## config.mk

```make
export PLATFORM = sky130hd
export DESIGN_NAME = parity_monitor_flat
export DESIGN_NICKNAME = d
export VERILOG_FILES = /design/src/rtl/parity_monitor_if.sv /design/src/rtl/parity_monitor.sv /design/src/flat_wrapper.sv
export SDC_FILE = /design/constraint.sdc
export NUM_CORES = 1
export LEC_CHECK = 0
export CAP_MARGIN = 20
export CELL_PAD_IN_SITES_DETAIL_PLACEMENT = 0
export CELL_PAD_IN_SITES_GLOBAL_PLACEMENT = 1
export CORE_ASPECT_RATIO = 0.7
export CORE_MARGIN = 2
export CORE_UTILIZATION = 30
export DETAILED_ROUTE_END_ITERATION = 7
export PLACE_DENSITY = 0.8
export SLEW_MARGIN = 20
export SYNTH_ARGS = -nofsm -noshare
export SYNTH_HDL_FRONTEND = slang
export SYNTH_SLANG_ARGS = --single-unit
```

## constraint.sdc

```tcl
create_clock -name clock -period 2 [get_ports clock]
set_input_delay 0.4 -clock clock [delete_from_list [all_inputs] [get_ports clock]]
set_output_delay 0.4 -clock clock [all_outputs]
set_load 0.02 [all_outputs]
```

## src/rtl/parity_monitor_if.sv

```systemverilog
// Parity monitor bus: per-RAM flags, mask and FIFO write enable in;
// armed flag, summaries, error map, counter and first-error capture out.
interface parity_monitor_if #(
  parameter int NRAM = 37,
  parameter int CNTB = 16,
  parameter int IDXB = 6
);
  logic [NRAM-1:0] parity_err;
  logic [NRAM-1:0] perr_mask;
  logic            fifo_wen;
  logic            perr_en;
  logic            perr;
  logic            perr_pulse;
  logic            perr_ff;
  logic [NRAM-1:0] perr_ram_ff;
  logic [CNTB-1:0] perr_cnt;
  logic            perr_first_vld;
  logic [IDXB-1:0] perr_first_idx;
  logic [CNTB-1:0] perr_first_time;

  // RAM-bank / sequencer side: drives flags and sees status.
  modport master (
    output parity_err, perr_mask, fifo_wen,
    input  perr_en, perr, perr_pulse, perr_ff, perr_ram_ff, perr_cnt,
           perr_first_vld, perr_first_idx, perr_first_time
  );

  // Monitor side.
  modport slave (
    input  parity_err, perr_mask, fifo_wen,
    output perr_en, perr, perr_pulse, perr_ff, perr_ram_ff, perr_cnt,
           perr_first_vld, perr_first_idx, perr_first_time
  );
endinterface

```

## src/rtl/parity_monitor.sv

```systemverilog
// Parity-error monitor for raw-hits and miniscope RAMs. Arms after the
// raw-hits FIFO has been written ARM_CNT+1 consecutive cycles, then
// latches a per-RAM error map, a saturating error-cycle count and a
// one-shot capture of the first error (lowest RAM index, armed-cycle time).
// IDXB must satisfy 2**IDXB >= NRAM; ARMB must satisfy 2**ARMB > ARM_CNT.
module parity_monitor #(
  parameter int NRAM    = 37,
  parameter int ARM_CNT = 4096,
  parameter int CNTB    = 16,
  parameter int IDXB    = 6,
  parameter int ARMB    = 13
) (
  input  logic             clock,
  input  logic             global_reset,
  input  logic             perr_reset,
  parity_monitor_if.slave  bus
);

  typedef enum logic [1:0] {
    WAIT     = 2'd0,
    ARMED    = 2'd1,
    CAPTURED = 2'd2
  } state_t;

  state_t          state;
  state_t          state_nxt;
  logic            rst;
  logic [NRAM-1:0] err_vec;
  logic            perr;
  logic [IDXB-1:0] low_idx;
  logic [ARMB-1:0] arm_cnt;
  logic [CNTB-1:0] tstamp;
  logic            arm_done;
  logic            capture;
  logic            en_nxt;

  logic            perr_en;
  logic            perr_pulse;
  logic            perr_ff;
  logic [NRAM-1:0] perr_ram_ff;
  logic [CNTB-1:0] perr_cnt;
  logic            first_vld;
  logic [IDXB-1:0] first_idx;
  logic [CNTB-1:0] first_time;

  assign rst = global_reset | perr_reset;

  // Masked error vector and live summary; no register, so zero latency.
  assign err_vec = bus.parity_err & ~bus.perr_mask;
  assign perr    = |err_vec;

  // Lowest set index of the masked error vector (priority to bit 0).
  always_comb begin
    low_idx = '0;
    for (int i = NRAM - 1; i >= 0; i--) begin
      if (err_vec[i]) low_idx = IDXB'(i);
    end
  end

  // State register.
  always_ff @(posedge clock) begin
    if (rst) state <= WAIT;
    else     state <= state_nxt;
  end

  // Next-state: arm after a full unbroken FIFO fill, capture on first error.
  always_comb begin
    state_nxt = state;
    case (state)
      WAIT:     if (arm_done) state_nxt = ARMED;
      ARMED:    if (perr)     state_nxt = CAPTURED;
      CAPTURED: state_nxt = CAPTURED;
      default:  state_nxt = WAIT;
    endcase
  end

  // Decoded controls. perr_en is registered from the next state so it
  // tracks state exactly; an error in the rising cycle sees perr_en=0.
  always_comb begin
    arm_done = 1'b0;
    capture  = 1'b0;
    en_nxt   = (state_nxt != WAIT);
    case (state)
      WAIT:    arm_done = bus.fifo_wen && (arm_cnt == ARMB'(ARM_CNT));
      ARMED:   capture  = perr;
      default: ;
    endcase
  end

  // Arming counter: counts consecutive write cycles, any gap restarts it.
  // It cannot pass ARM_CNT because reaching it with fifo_wen=1 leaves WAIT.
  always_ff @(posedge clock) begin
    if (rst || state != WAIT || !bus.fifo_wen) arm_cnt <= '0;
    else                                      arm_cnt <= arm_cnt + ARMB'(1);
  end

  // Armed-cycle timestamp: 0 on the first armed cycle, saturating.
  always_ff @(posedge clock) begin
    if (rst || state == WAIT)  tstamp <= '0;
    else if (tstamp != '1)     tstamp <= tstamp + CNTB'(1);
  end

  // Armed flag and registered error pulse.
  always_ff @(posedge clock) begin
    if (rst) begin
      perr_en    <= 1'b0;
      perr_pulse <= 1'b0;
    end else begin
      perr_en    <= en_nxt;
      perr_pulse <= perr & perr_en;
    end
  end

  // Error latches, only while armed. The map is held clear while disarmed;
  // a masked error is never recorded, so unmasking cannot resurrect it.
  always_ff @(posedge clock) begin
    if (rst) begin
      perr_ff     <= 1'b0;
      perr_ram_ff <= '0;
      perr_cnt    <= '0;
    end else if (!perr_en) begin
      perr_ram_ff <= '0;
    end else begin
      perr_ff     <= perr_ff | perr;
      perr_ram_ff <= perr_ram_ff | err_vec;
      if (perr && perr_cnt != '1) perr_cnt <= perr_cnt + CNTB'(1);
    end
  end

  // First-error capture, loaded once on the ARMED->CAPTURED transition.
  always_ff @(posedge clock) begin
    if (rst) begin
      first_vld  <= 1'b0;
      first_idx  <= '0;
      first_time <= '0;
    end else if (capture) begin
      first_vld  <= 1'b1;
      first_idx  <= low_idx;
      first_time <= tstamp;
    end
  end

  assign bus.perr_en         = perr_en;
  assign bus.perr            = perr;
  assign bus.perr_pulse      = perr_pulse;
  assign bus.perr_ff         = perr_ff;
  assign bus.perr_ram_ff     = perr_ram_ff;
  assign bus.perr_cnt        = perr_cnt;
  assign bus.perr_first_vld  = first_vld;
  assign bus.perr_first_idx  = first_idx;
  assign bus.perr_first_time = first_time;

endmodule

```

## src/flat_wrapper.sv

```systemverilog
// flat-port wrapper written by rule: the top's interface ports become plain ports
module parity_monitor_flat 
#(
  parameter int NRAM    = 37,
  parameter int ARM_CNT = 4096,
  parameter int CNTB    = 16,
  parameter int IDXB    = 6,
  parameter int ARMB    = 13
)
  (clock, global_reset, perr_reset, bus_parity_err, bus_perr_mask, bus_fifo_wen, bus_perr_en, bus_perr, bus_perr_pulse, bus_perr_ff, bus_perr_ram_ff, bus_perr_cnt, bus_perr_first_vld, bus_perr_first_idx, bus_perr_first_time);
  parity_monitor_if #(.NRAM(NRAM), .CNTB(CNTB), .IDXB(IDXB)) bus_i ();
  input  logic clock;
  input  logic global_reset;
  input  logic perr_reset;
  input wire logic [$bits(bus_i.parity_err)-1:0] bus_parity_err;
  input wire logic [$bits(bus_i.perr_mask)-1:0] bus_perr_mask;
  input wire logic [$bits(bus_i.fifo_wen)-1:0] bus_fifo_wen;
  output wire logic [$bits(bus_i.perr_en)-1:0] bus_perr_en;
  output wire logic [$bits(bus_i.perr)-1:0] bus_perr;
  output wire logic [$bits(bus_i.perr_pulse)-1:0] bus_perr_pulse;
  output wire logic [$bits(bus_i.perr_ff)-1:0] bus_perr_ff;
  output wire logic [$bits(bus_i.perr_ram_ff)-1:0] bus_perr_ram_ff;
  output wire logic [$bits(bus_i.perr_cnt)-1:0] bus_perr_cnt;
  output wire logic [$bits(bus_i.perr_first_vld)-1:0] bus_perr_first_vld;
  output wire logic [$bits(bus_i.perr_first_idx)-1:0] bus_perr_first_idx;
  output wire logic [$bits(bus_i.perr_first_time)-1:0] bus_perr_first_time;
  assign bus_i.parity_err = bus_parity_err;
  assign bus_i.perr_mask = bus_perr_mask;
  assign bus_i.fifo_wen = bus_fifo_wen;
  assign bus_perr_en = bus_i.perr_en;
  assign bus_perr = bus_i.perr;
  assign bus_perr_pulse = bus_i.perr_pulse;
  assign bus_perr_ff = bus_i.perr_ff;
  assign bus_perr_ram_ff = bus_i.perr_ram_ff;
  assign bus_perr_cnt = bus_i.perr_cnt;
  assign bus_perr_first_vld = bus_i.perr_first_vld;
  assign bus_perr_first_idx = bus_i.perr_first_idx;
  assign bus_perr_first_time = bus_i.perr_first_time;
  parity_monitor #(.NRAM(NRAM), .ARM_CNT(ARM_CNT), .CNTB(CNTB), .IDXB(IDXB), .ARMB(ARMB)) u_core (.clock(clock), .global_reset(global_reset), .perr_reset(perr_reset), .bus(bus_i));
endmodule
```

==> flow_summary.ini <==
[run_status]
outcome = finished with violations
failed_checks = negative setup slack

[global_routing]
grt_max_degree = 39
grt_remaining_overflow = 0
grt_pass1_wl_um = 23470
grt_antenna_before_repair = 0
grt_pass1_vias = 4699
grt.total_usage_pct = 17.29

[detailed_routing]
detail-route-antenna-nets = 0
iteration_0_drc_markers = 175
detail_route.first_pass.iterations = 5
drt-vias-per-instance = 4.748
routed_wl_um = 14560
detail_route.drc_violations = 0
route.vias.total = 4715
routed_wire_length_per_instance_um = 14.66

[worst_setup_path]
cp_slowest_cell = sky130_fd_sc_hd__nor4_4
crit_arrival_ns = 1.75
timing.critical_path.buf_inv = 3
cp_data_required_time_ns = 1.60
setup.worst_path.end_class = primary output
critical_path.max_fanout = 2
critical_path.startpoint_type = input port
max_stage_delay_ns = 0.29
crit_path_cell_trace = clkdlybuf4s15_1 > nor2b_4 > nor4_4 > nand4_1 > nor3_4 > inv_2 > buf_6
critPathTopFamily = simple AND/OR/NAND/NOR gates
setup.worst_path.class = input port to primary output
ff2ff_setup_slack_ns = 0.11

[yosys]
yosys_warnings = 0
synth.distinct_cells = 56
muxShareOfSynthArea_pct = 0.6210
synth.cell_area_mm2 = 0.004836
synth-edff-count = 0
synth-async-reset-ratio_pct = 0
main_combinational_cell_family_by_area_after_synthesis = simple AND/OR/NAND/NOR gates
synth-seq-area-share_pct = 45.54
yosys.area_share.simple_pct = 28.25
synth_compound_area_share_pct = 15.91
ys_dominant_reg_cell = sky130_fd_sc_hd__dfxtp_1
synth_area_per_cell_um2 = 8.955
register_bit_count_reported_by_yosys = 110
synth_cells = 540
synth-xor-area-share_pct = 5.433
mappedNetlistNets = 622
adder_cell_area_share_of_the_yosys_netlist_pct = 1.035

[timing]
maxSlewHeadroom_pct = 67.75
report.final.setup_viol = 13
final-hold-violation-count = 0
worst_slew_pin_slew_ns = 0.4823
maxClockFrequency_mhz = 464.8
finalWorstPathRequiredPeriod_ns = 2.151
rsz_0062_raised_after_global_routing = true
period_share_pct = 107.6
skew_ns = 0.01137
finalMaxSlewViolations = 0
finalWorstSetupSlack_ns = -0.1514
setup_total_negative_slack_ns = -0.6336

[placement]
hpwl_um = 11260
numPortBuffers = 157
place_inst = 950
gp_congestion = 0.8431

[cts]
clk_pin_slew_worst_paths_ns = 0.07
clock_latency_ns = 0.35
cts-buffers-inserted = 9
cts_hold_repair.buffers = 0
clock-sinks = 110
cts_buffer_depth = 2
cts_root_buf = sky130_fd_sc_hd__clkbuf_16
htree_num_levels = 3
tritoncts = yes

[die]
site_row_count = 38
die_height_um = 110.2
die_width_um = 155.8
initial_utilization_pct = 30.92
die-area_mm2 = 0.01717
core-area_mm2 = 0.01564
floorplan.io_pins = 158

[final_layout]
areaGrowthSynthToFinish_pct = 62.04
fill_cells = 1436
layout.cells.non_filler = 993
final_layout_size_suffix_gt1_share_pct = 30.90
final_net_count = 870
diodes = 0

[hold_path]
timing.hold.worst.class = register to register

[pwr]
power_leakage_nw = 3.000
p_per_area_mw_per_mm2 = 598.0
worst_vdd_ir_uv = 322.0

[job]
maxCapViolCount = 0
==> power breakdown <==
| group | leakage, nW | internal [mW] | total, mW | switching [mW] |
|---|---|---|---|---|
| combinational | 1.95 | 0.308 | 0.537 | 0.229 |
| clock | 0.163 | 1.12 | 1.96 | 0.842 |
| sequential | 0.886 | 2.19 | 2.19 | 0.000976 |
| total | 3.00 | 3.61 | 4.69 | 1.07 |
==> repair_timing <==
item,4_1_cts,5_1_grt
gates resized for setup,193,43
cloned,0,1
endpoints found under the setup margin,43,45
buffers inserted,20,6
pin swaps,12,11
==> through the flow <==
step	instance area, µm²	setup WS, ns	power [mW]	utilization (%)	hold WS [ns]
floorplan	5046	-0.007027	2.435	-	0.4297
global placement	7310	-0.9064	2.725	46.73	0.4353
detailed placement	7310	-0.9618	2.732	46.73	0.4423
CTS	7859	-0.1251	4.729	50.24	0.4592
global route	7836	-0.2037	4.855	50.10	0.4682
finish	7836	-0.1514	4.686	50.10	0.4546
==> registers in the layout, summed over array words and instances, names as in the netlist <==
signal	count
u_core.bus.perr_ram_ff	37
u_core.tstamp	16
u_core.bus.perr_en	1
u_core.bus.perr_first_idx	6
u_core.arm_cnt	13
u_core.state	2
u_core.bus.perr_ff	1
u_core.bus.perr_first_time	16
u_core.bus.perr_cnt	16
u_core.bus.perr_first_vld	1
u_core.bus.perr_pulse	1
==> cell type report <==
cell class	instances	area (µm²)	area share (%)
multi-input cells	401	2855	36.44
clock inverters	7	105.1	1.341
clock buffers	9	225.2	2.874
flip-flops and latches	110	2203	28.12
well taps	200	250.2	3.193
inverters	10	37.54	0.4790
repair buffers	256	2160	27.56
==> synth_stat cells, types with 4 or more instances <==
cell / n / area [µm²]
sky130_fd_sc_hd__nand3_1: 22 / 110.1
sky130_fd_sc_hd__a21oi_1: 19 / 95.09
sky130_fd_sc_hd__and3_1: 5 / 31.28
sky130_fd_sc_hd__nor2b_1: 40 / 250.2
sky130_fd_sc_hd__buf_2: 5 / 25.02
sky130_fd_sc_hd__nor4_2: 7 / 87.58
sky130_fd_sc_hd__o21ai_0: 14 / 70.07
sky130_fd_sc_hd__xor2_1: 13 / 113.9
sky130_fd_sc_hd__dfxtp_1: 110 / 2202
sky130_fd_sc_hd__xnor2_1: 17 / 148.9
sky130_fd_sc_hd__clkbuf_1: 8 / 30.03
sky130_fd_sc_hd__ha_1: 4 / 50.05
sky130_fd_sc_hd__a211oi_1: 4 / 30.03
sky130_fd_sc_hd__nor2_1: 63 / 236.5
sky130_fd_sc_hd__nor4_1: 10 / 62.56
sky130_fd_sc_hd__nand2_2: 15 / 93.84
sky130_fd_sc_hd__nand2b_1: 8 / 50.05
sky130_fd_sc_hd__or3_1: 6 / 37.54
sky130_fd_sc_hd__nand2_1: 42 / 157.7
sky130_fd_sc_hd__o31ai_1: 4 / 30.03
sky130_fd_sc_hd__inv_1: 10 / 37.54
sky130_fd_sc_hd__o21a_1: 36 / 270.3
sky130_fd_sc_hd__nor3_1: 14 / 70.07
sky130_fd_sc_hd__nand4_1: 8 / 50.05
sky130_fd_sc_hd__a21oi_2: 15 / 131.4
==> final timing paths <==
path | depth (start not counted) | endpoint | startpoint
worst min-delay path | 1 | u_core.bus.perr_ff$_SDFFE_PP0P_ | u_core.bus.perr_ff$_SDFFE_PP0P_
worst min register to register | 1 | u_core.bus.perr_ff$_SDFFE_PP0P_ | u_core.bus.perr_ff$_SDFFE_PP0P_
worst max-delay path | 7 | bus_perr | bus_parity_err[21]
worst max register to register | 8 | u_core.bus.perr_cnt[5]$_SDFFE_PP0P_ | u_core.bus.perr_cnt[11]$_SDFFE_PP0P_
==> layout by cell type (no fill, tap or decap), types with 9 or more instances in the layout <==
cell	Yosys	final
sky130_fd_sc_hd__dfxtp_1	110	109
sky130_fd_sc_hd__buf_4	0	93
sky130_fd_sc_hd__clkdlybuf4s50_1	0	84
sky130_fd_sc_hd__nor2_1	63	63
sky130_fd_sc_hd__nand2_1	42	42
sky130_fd_sc_hd__nor2b_4	1	36
sky130_fd_sc_hd__o21a_1	36	36
sky130_fd_sc_hd__clkbuf_2	0	22
sky130_fd_sc_hd__nand3_1	22	20
sky130_fd_sc_hd__a21oi_1	19	18
sky130_fd_sc_hd__clkdlybuf4s15_1	0	18
sky130_fd_sc_hd__xnor2_1	17	17
sky130_fd_sc_hd__a21oi_2	15	16
sky130_fd_sc_hd__nand2_2	15	15
sky130_fd_sc_hd__buf_2	5	15
sky130_fd_sc_hd__o21ai_0	14	14
sky130_fd_sc_hd__nor3_1	14	14
sky130_fd_sc_hd__xor2_1	13	13
sky130_fd_sc_hd__dlygate4sd2_1	0	13
sky130_fd_sc_hd__inv_1	10	9
sky130_fd_sc_hd__clkbuf_16	0	9
==> routing by layer <==
metal / vias to the layer above / share of wire [%] / track usage, %
met4: 0 / 1.5 / 3.866
li1: 2362 / - / -
met2: 114 / 46 / 28.57
met5: - / 0 / 0
met3: 18 / 5.5 / 4.300
met1: 2221 / 47 / 23.04
==> cells by family (layout without fill, tap and decap cells) <==
| family | after synthesis | in the layout |
|---|---|---|
| multiplexers | 3 | 3 |
| AO/OA/AOI/OAI | 110 | 110 |
| AND/OR/NAND/NOR | 254 | 254 |
| flip-flops | 110 | 110 |
| XOR/XNOR | 30 | 30 |
| buffers and inverters | 29 | 282 |
| adder cells (fa/ha/maj) | 4 | 4 |
No activity file was read; power rests on OpenSTA's default activity.
